**config.mk**
```make
export PLATFORM = sky130hd
export DESIGN_NAME = dice_lights_monitor
export DESIGN_NICKNAME = d
export VERILOG_FILES = /design/src/rtl/dice_lights_monitor.sv
export SDC_FILE = /design/constraint.sdc
export NUM_CORES = 1
export LEC_CHECK = 0
export CAP_MARGIN = 20
export CELL_PAD_IN_SITES_DETAIL_PLACEMENT = 1
export CELL_PAD_IN_SITES_GLOBAL_PLACEMENT = 1
export CORE_MARGIN = 2
export CORE_UTILIZATION = 50
export DETAILED_ROUTE_END_ITERATION = 12
export DONT_BUFFER_PORTS = 1
export PLACE_DENSITY_LB_ADDON = 0.25
export SLEW_MARGIN = 40
export SYNTH_ARGS = -nofsm -noshare
export SYNTH_HDL_FRONTEND = slang
export SYNTH_SLANG_ARGS = --single-unit
```
**constraint.sdc**
```tcl
create_clock -name clk -period 7.57 [get_ports clk]
set_clock_uncertainty 0.05 [all_clocks]
set_input_delay 2.271 -clock clk [delete_from_list [all_inputs] [get_ports clk]]
set_output_delay 2.271 -clock clk [all_outputs]
set_load 0.05 [all_outputs]
```
**src/rtl/dice_lights_monitor.sv**
```systemverilog
//------------------------------------------------------------------------------
// Module   : dice_lights_monitor
// Brief    : Protocol checker for the dice/traffic-lights multiplexer output.
//            Predicts each result from registered history and flags deviations.
// Revision : 1.0 - initial release
//------------------------------------------------------------------------------
`default_nettype none

module dice_lights_monitor #(
   parameter int ERR_CNT_W = 8,
   parameter int DICE_MAX  = 6
) (
   input  logic                 clk,
   input  logic                 rst,
   input  logic                 button,
   input  logic                 sel,
   input  logic [2:0]           result,
   output logic                 in_sync,
   output logic [2:0]           expected,
   output logic                 err_pulse,
   output logic                 err,
   output logic [ERR_CNT_W-1:0] err_count
);

   localparam logic [2:0] C_DICE_MAX   = 3'(DICE_MAX);
   localparam logic [2:0] C_RED        = 3'b100;
   localparam logic [2:0] C_RED_AMBER  = 3'b110;
   localparam logic [2:0] C_GREEN      = 3'b001;
   localparam logic [2:0] C_AMBER      = 3'b010;
   localparam logic [ERR_CNT_W-1:0] C_CNT_MAX = {ERR_CNT_W{1'b1}};

   typedef enum logic [1:0] {
      S_WAIT  = 2'd0,
      S_SYNC  = 2'd1,
      S_TRACK = 2'd2
   } state_t;

   state_t               r_state;
   logic [2:0]           r_res_q;
   logic                 r_btn_q;
   logic                 r_sel_q;
   logic                 r_in_sync;
   logic                 r_err_pulse;
   logic                 r_err;
   logic [ERR_CNT_W-1:0] r_err_count;

   logic [2:0]           w_expected;
   logic                 w_legal;
   logic                 w_switch;
   logic                 w_mismatch;

   // Next legal result, derived only from last cycle's history.
   always_comb begin
      w_expected = r_res_q;
      if (r_sel_q) begin
         case (r_res_q)
            C_RED:       w_expected = C_RED_AMBER;
            C_RED_AMBER: w_expected = C_GREEN;
            C_GREEN:     w_expected = C_AMBER;
            default:     w_expected = C_RED;
         endcase
      end else if (r_btn_q) begin
         if ((r_res_q >= 3'd1) && (r_res_q < C_DICE_MAX))
            w_expected = r_res_q + 3'd1;
         else
            w_expected = 3'd1;
      end
   end

   // The sample under check was produced under the previous cycle's mode.
   always_comb begin
      w_legal = 1'b0;
      if (r_sel_q) begin
         w_legal = (result == C_RED) || (result == C_RED_AMBER) ||
                   (result == C_GREEN) || (result == C_AMBER);
      end else begin
         w_legal = (result >= 3'd1) && (result <= C_DICE_MAX) && (result != 3'd7);
      end
   end

   assign w_switch = (sel != r_sel_q);

   always_comb begin
      w_mismatch = 1'b0;
      case (r_state)
         S_WAIT:  w_mismatch = 1'b0;
         S_SYNC:  w_mismatch = !w_legal;
         S_TRACK: begin
            if (w_switch)
               w_mismatch = !w_legal;
            else
               w_mismatch = !w_legal || (result != w_expected);
         end
         default: w_mismatch = 1'b0;
      endcase
   end

   always_ff @(posedge clk) begin
      if (rst) begin
         r_state     <= S_WAIT;
         r_res_q     <= 3'd0;
         r_btn_q     <= 1'b0;
         r_sel_q     <= 1'b0;
         r_in_sync   <= 1'b0;
         r_err_pulse <= 1'b0;
         r_err       <= 1'b0;
         r_err_count <= '0;
      end else begin
         // History always follows the observed sample, so one fault never cascades.
         r_res_q <= result;
         r_btn_q <= button;
         r_sel_q <= sel;

         case (r_state)
            S_WAIT: begin
               r_state   <= S_SYNC;
               r_in_sync <= 1'b0;
            end
            S_SYNC: begin
               r_state   <= S_TRACK;
               r_in_sync <= 1'b1;
            end
            S_TRACK: begin
               if (w_switch) begin
                  r_state   <= S_SYNC;
                  r_in_sync <= 1'b0;
               end else begin
                  r_state   <= S_TRACK;
                  r_in_sync <= 1'b1;
               end
            end
            default: begin
               r_state   <= S_WAIT;
               r_in_sync <= 1'b0;
            end
         endcase

         r_err_pulse <= w_mismatch;
         if (w_mismatch) begin
            r_err <= 1'b1;
            if (r_err_count != C_CNT_MAX)
               r_err_count <= r_err_count + ERR_CNT_W'(1);
         end
      end
   end

   assign in_sync   = r_in_sync;
   assign expected  = w_expected;
   assign err_pulse = r_err_pulse;
   assign err       = r_err;
   assign err_count = r_err_count;

endmodule

`default_nettype wire

```
==> reports/metrics.yaml <==
status:
  status: "finished clean"
worst_setup_path:
  rrSetupSlack_ns: 4.59
  end_kind: "output pin"
  critPathBufInv: 1
  cp_max_fo: 9
  crit_type: "reg2out"
  critPathRequiredTime_ns: 5.25
  cp_slowest_cell: "or4_4"
  critPathMaxStageDelay_ns: 0.59
  cp_top_family: "simple AND/OR/NAND/NOR gates"
  worstSetupStartpointType: "flip-flop"
  critPathArrivalTime_ns: 2.14
  path_cells: "inv_1, ha_1, or4_4, a21oi_1, o31ai_4"
detailed_routing:
  vias_per_cell: 5.78
  routed_wl_um: 2400
  routedWlPerCell_um: 15.3
  dr.first_iter.drc_count: 10
  vias: 908
  ant_nets: 0
  drcViolationCount: 0
  first_pass_iters: 4
placement:
  pre_cts_ws_ns: 3.45
  port_buffers: 0
  gp_congestion: 0.722
  hpwl_um: 1820
  postPlaceCellArea_sq_um: 1180
die:
  io_pins: 21
  coreArea_sq_um: 2210
  start_util_pct: 52.9
  fp.dieArea_sq_um: 2750
  die_w_um: 52.4
  rows: 17
  die_h_um: 52.4
cells_and_area:
  multi_input_area_sq_um: 742
  final_cell_mix: "18 x dfxtp_1, 11 x inv_1, 9 x nor2_1, 9 x ha_1"
  area_growth_pct: 2.56
  nNetsFinal: 147
  n_antenna_cell: 0
  fillCellCount: 265
  seq_area_sq_um: 360
  finalInstanceArea_sq_um: 1200
  final_common_cell: "dfxtp_1"
  drive_gt1_share_pct: 16.3
power:
  switching_power_mw: 0.0676
  pwr-share-comb_pct: 20.6
  p_sw_share_pct: 33.3
  p_per_area_nw_per_um2: 169
  intPower_mw: 0.135
  ir_drop_v: 0.000128
  seqPwrFrac_pct: 55.6
  power.share.clock_pct: 23.9
  cellLeakagePower_nw: 0.444
clock_network:
  clkSinkCount: 18
  cts_tree: "built"
  clkTransAtPathRegs_ns: 0.09
  cts-root-buf: "clkbuf_4"
  post_cts_resized: 0
  hold_buffers: 0
  h-tree-depth: 1
  cts_max_path_buffers: 2
  clock_latency_ns: 0.30
  numCtsBuffers: 3
  post_cts_buffers: 0
logic_synthesis:
  yosysSeqAreaShare_pct: 30.8
  netlist.area_leader.share_pct: 30.8
  yosys_warnings: 0
  ys_ff_latch: 18
  syn_area_sq_um: 1170
  synth_nets: 148
  avgSynthCellArea_sq_um: 8.87
  synthArstFlopShare_pct: 0
  synth_cell_type_count: 40
  synth_cells: 132
  synth-edff-count: 0
  synth_area_leaders: "dfxtp_1 31%, ha_1 9.6%, mux2i_1 4.3%"
  yosysTopAreaCell: "dfxtp_1"
  synth_ff_type: "dfxtp_1"
timing:
  setup_viol: 0
  relSlewSlack_pct: 58.3
  rsz0062_at_grt: "false"
  fin_crit_ns: 4.46
  hold_viol: 0
  max_freq_mhz: 224
  worst_hold_slack_ns: 0.585
  setup-tns-final_ns: 0
  drv_slew: 0
  period_share_pct: 58.9
  max_slew.worst_pin.slew_ns: 0.624
  final.setup.worst_slack_ns: 3.11
grt:
  antenna_found_initial: 0
  grt_max_degree: 19
  grt_use_total_pct: 20.7
  grt_pass1_vias: 977
  gr-total-overflow: 0
  grt_pass1_wl_um: 4220
run:
  cap_violations: 0
worst_hold_path:
  hold_class: "reg2reg"
## worst paths after layout
path | from | end | cells after the start
worst max-delay path | r_res_q[1] | expected[1] | 5
worst min-delay path | r_state[1] | r_state[1] | 2
worst max register to register | r_res_q[1] | err_count[7] | 9
worst min register to register | r_state[1] | r_state[1] | 2
## cell type report
type,count,share of cell area [%]
multi-input cells,97,61.8
inverters,11,3.44
flip-flops and latches,18,30.0
well taps,28,2.92
clock buffers,3,1.88
## metal layers
metal	track usage, %	routed length (um)	up-vias	share of wire, %
met3	5.14	77	5	3.2
met4	8.97	44	0	1.8
met5	0	0	-	0
met1	23.8	1080	433	45
li1	-	-	459	-
met2	35.8	1200	11	50
## worst reg2reg max path, delay by kind of cell (launching register included)
kind,cells,cell delay (ns)
compound gates,3,0.79
simple gates,4,1.27
flops,1,0.49
fa+ha+maj,1,0.23
buf+inv,1,0.10
## state kept, by name, summed over array words and instances, names as in the netlist
name / cells
r_btn_q: 1
in_sync: 1
err: 1
err_count: 8
err_pulse: 1
r_state: 2
r_res_q: 3
r_sel_q: 1
## kinds of logic after synthesis
| family | after synthesis | share of synthesized area (%) |
|---|---|---|
| adders and majority gates | 10 | 10.5 |
| xor gates and xnor gates | 2 | 1.50 |
| AOI/OAI and AO/OA | 29 | 19.9 |
| and+or+nand+nor | 51 | 25.7 |
| muxes | 5 | 4.27 |
| buffers and inverters | 17 | 7.37 |
| DFF | 18 | 30.8 |
## power groups by stage
stage | combinational (mW) | clock, mW | sequential (mW)
after floorplan | 0.0394 | 0 | 0.112
after global placement | 0.0393 | 0 | 0.115
after detailed placement | 0.0421 | 0 | 0.115
after CTS | 0.0424 | 0.0511 | 0.113
after global routing | 0.0466 | 0.0536 | 0.114
final | 0.0417 | 0.0485 | 0.113
## per-stage QoR
step / cells / utilization, % / power (mW)
final: 157 / 54.3 / 0.203
after global routing: 157 / 54.3 / 0.214
after CTS: 157 / 54.3 / 0.206
after detailed placement: 154 / 53.3 / 0.157
after global placement: 154 / 52.7 / 0.154
after floorplan: 132 / - / 0.152
## cell usage after synthesis (2+ instances only)
| cell | instances |
|---|---|
| a21o_1 | 2 |
| a21o_2 | 2 |
| a21oi_1 | 8 |
| a21oi_2 | 3 |
| a31o_2 | 2 |
| and3_1 | 2 |
| buf_4 | 2 |
| buf_6 | 2 |
| clkbuf_1 | 2 |
| dfxtp_1 | 18 |
| ha_1 | 9 |
| inv_1 | 11 |
| mux2i_1 | 5 |
| nand2_1 | 8 |
| nand2b_1 | 3 |
| nand3_1 | 7 |
| nand3b_1 | 2 |
| nor2_1 | 9 |
| nor2b_1 | 6 |
| nor3_1 | 3 |
| nor4bb_1 | 2 |
| o21ai_0 | 3 |
| o31ai_1 | 2 |
| or2b_2 | 2 |
| xnor2_1 | 2 |
(Power assumes the default switching activity.)
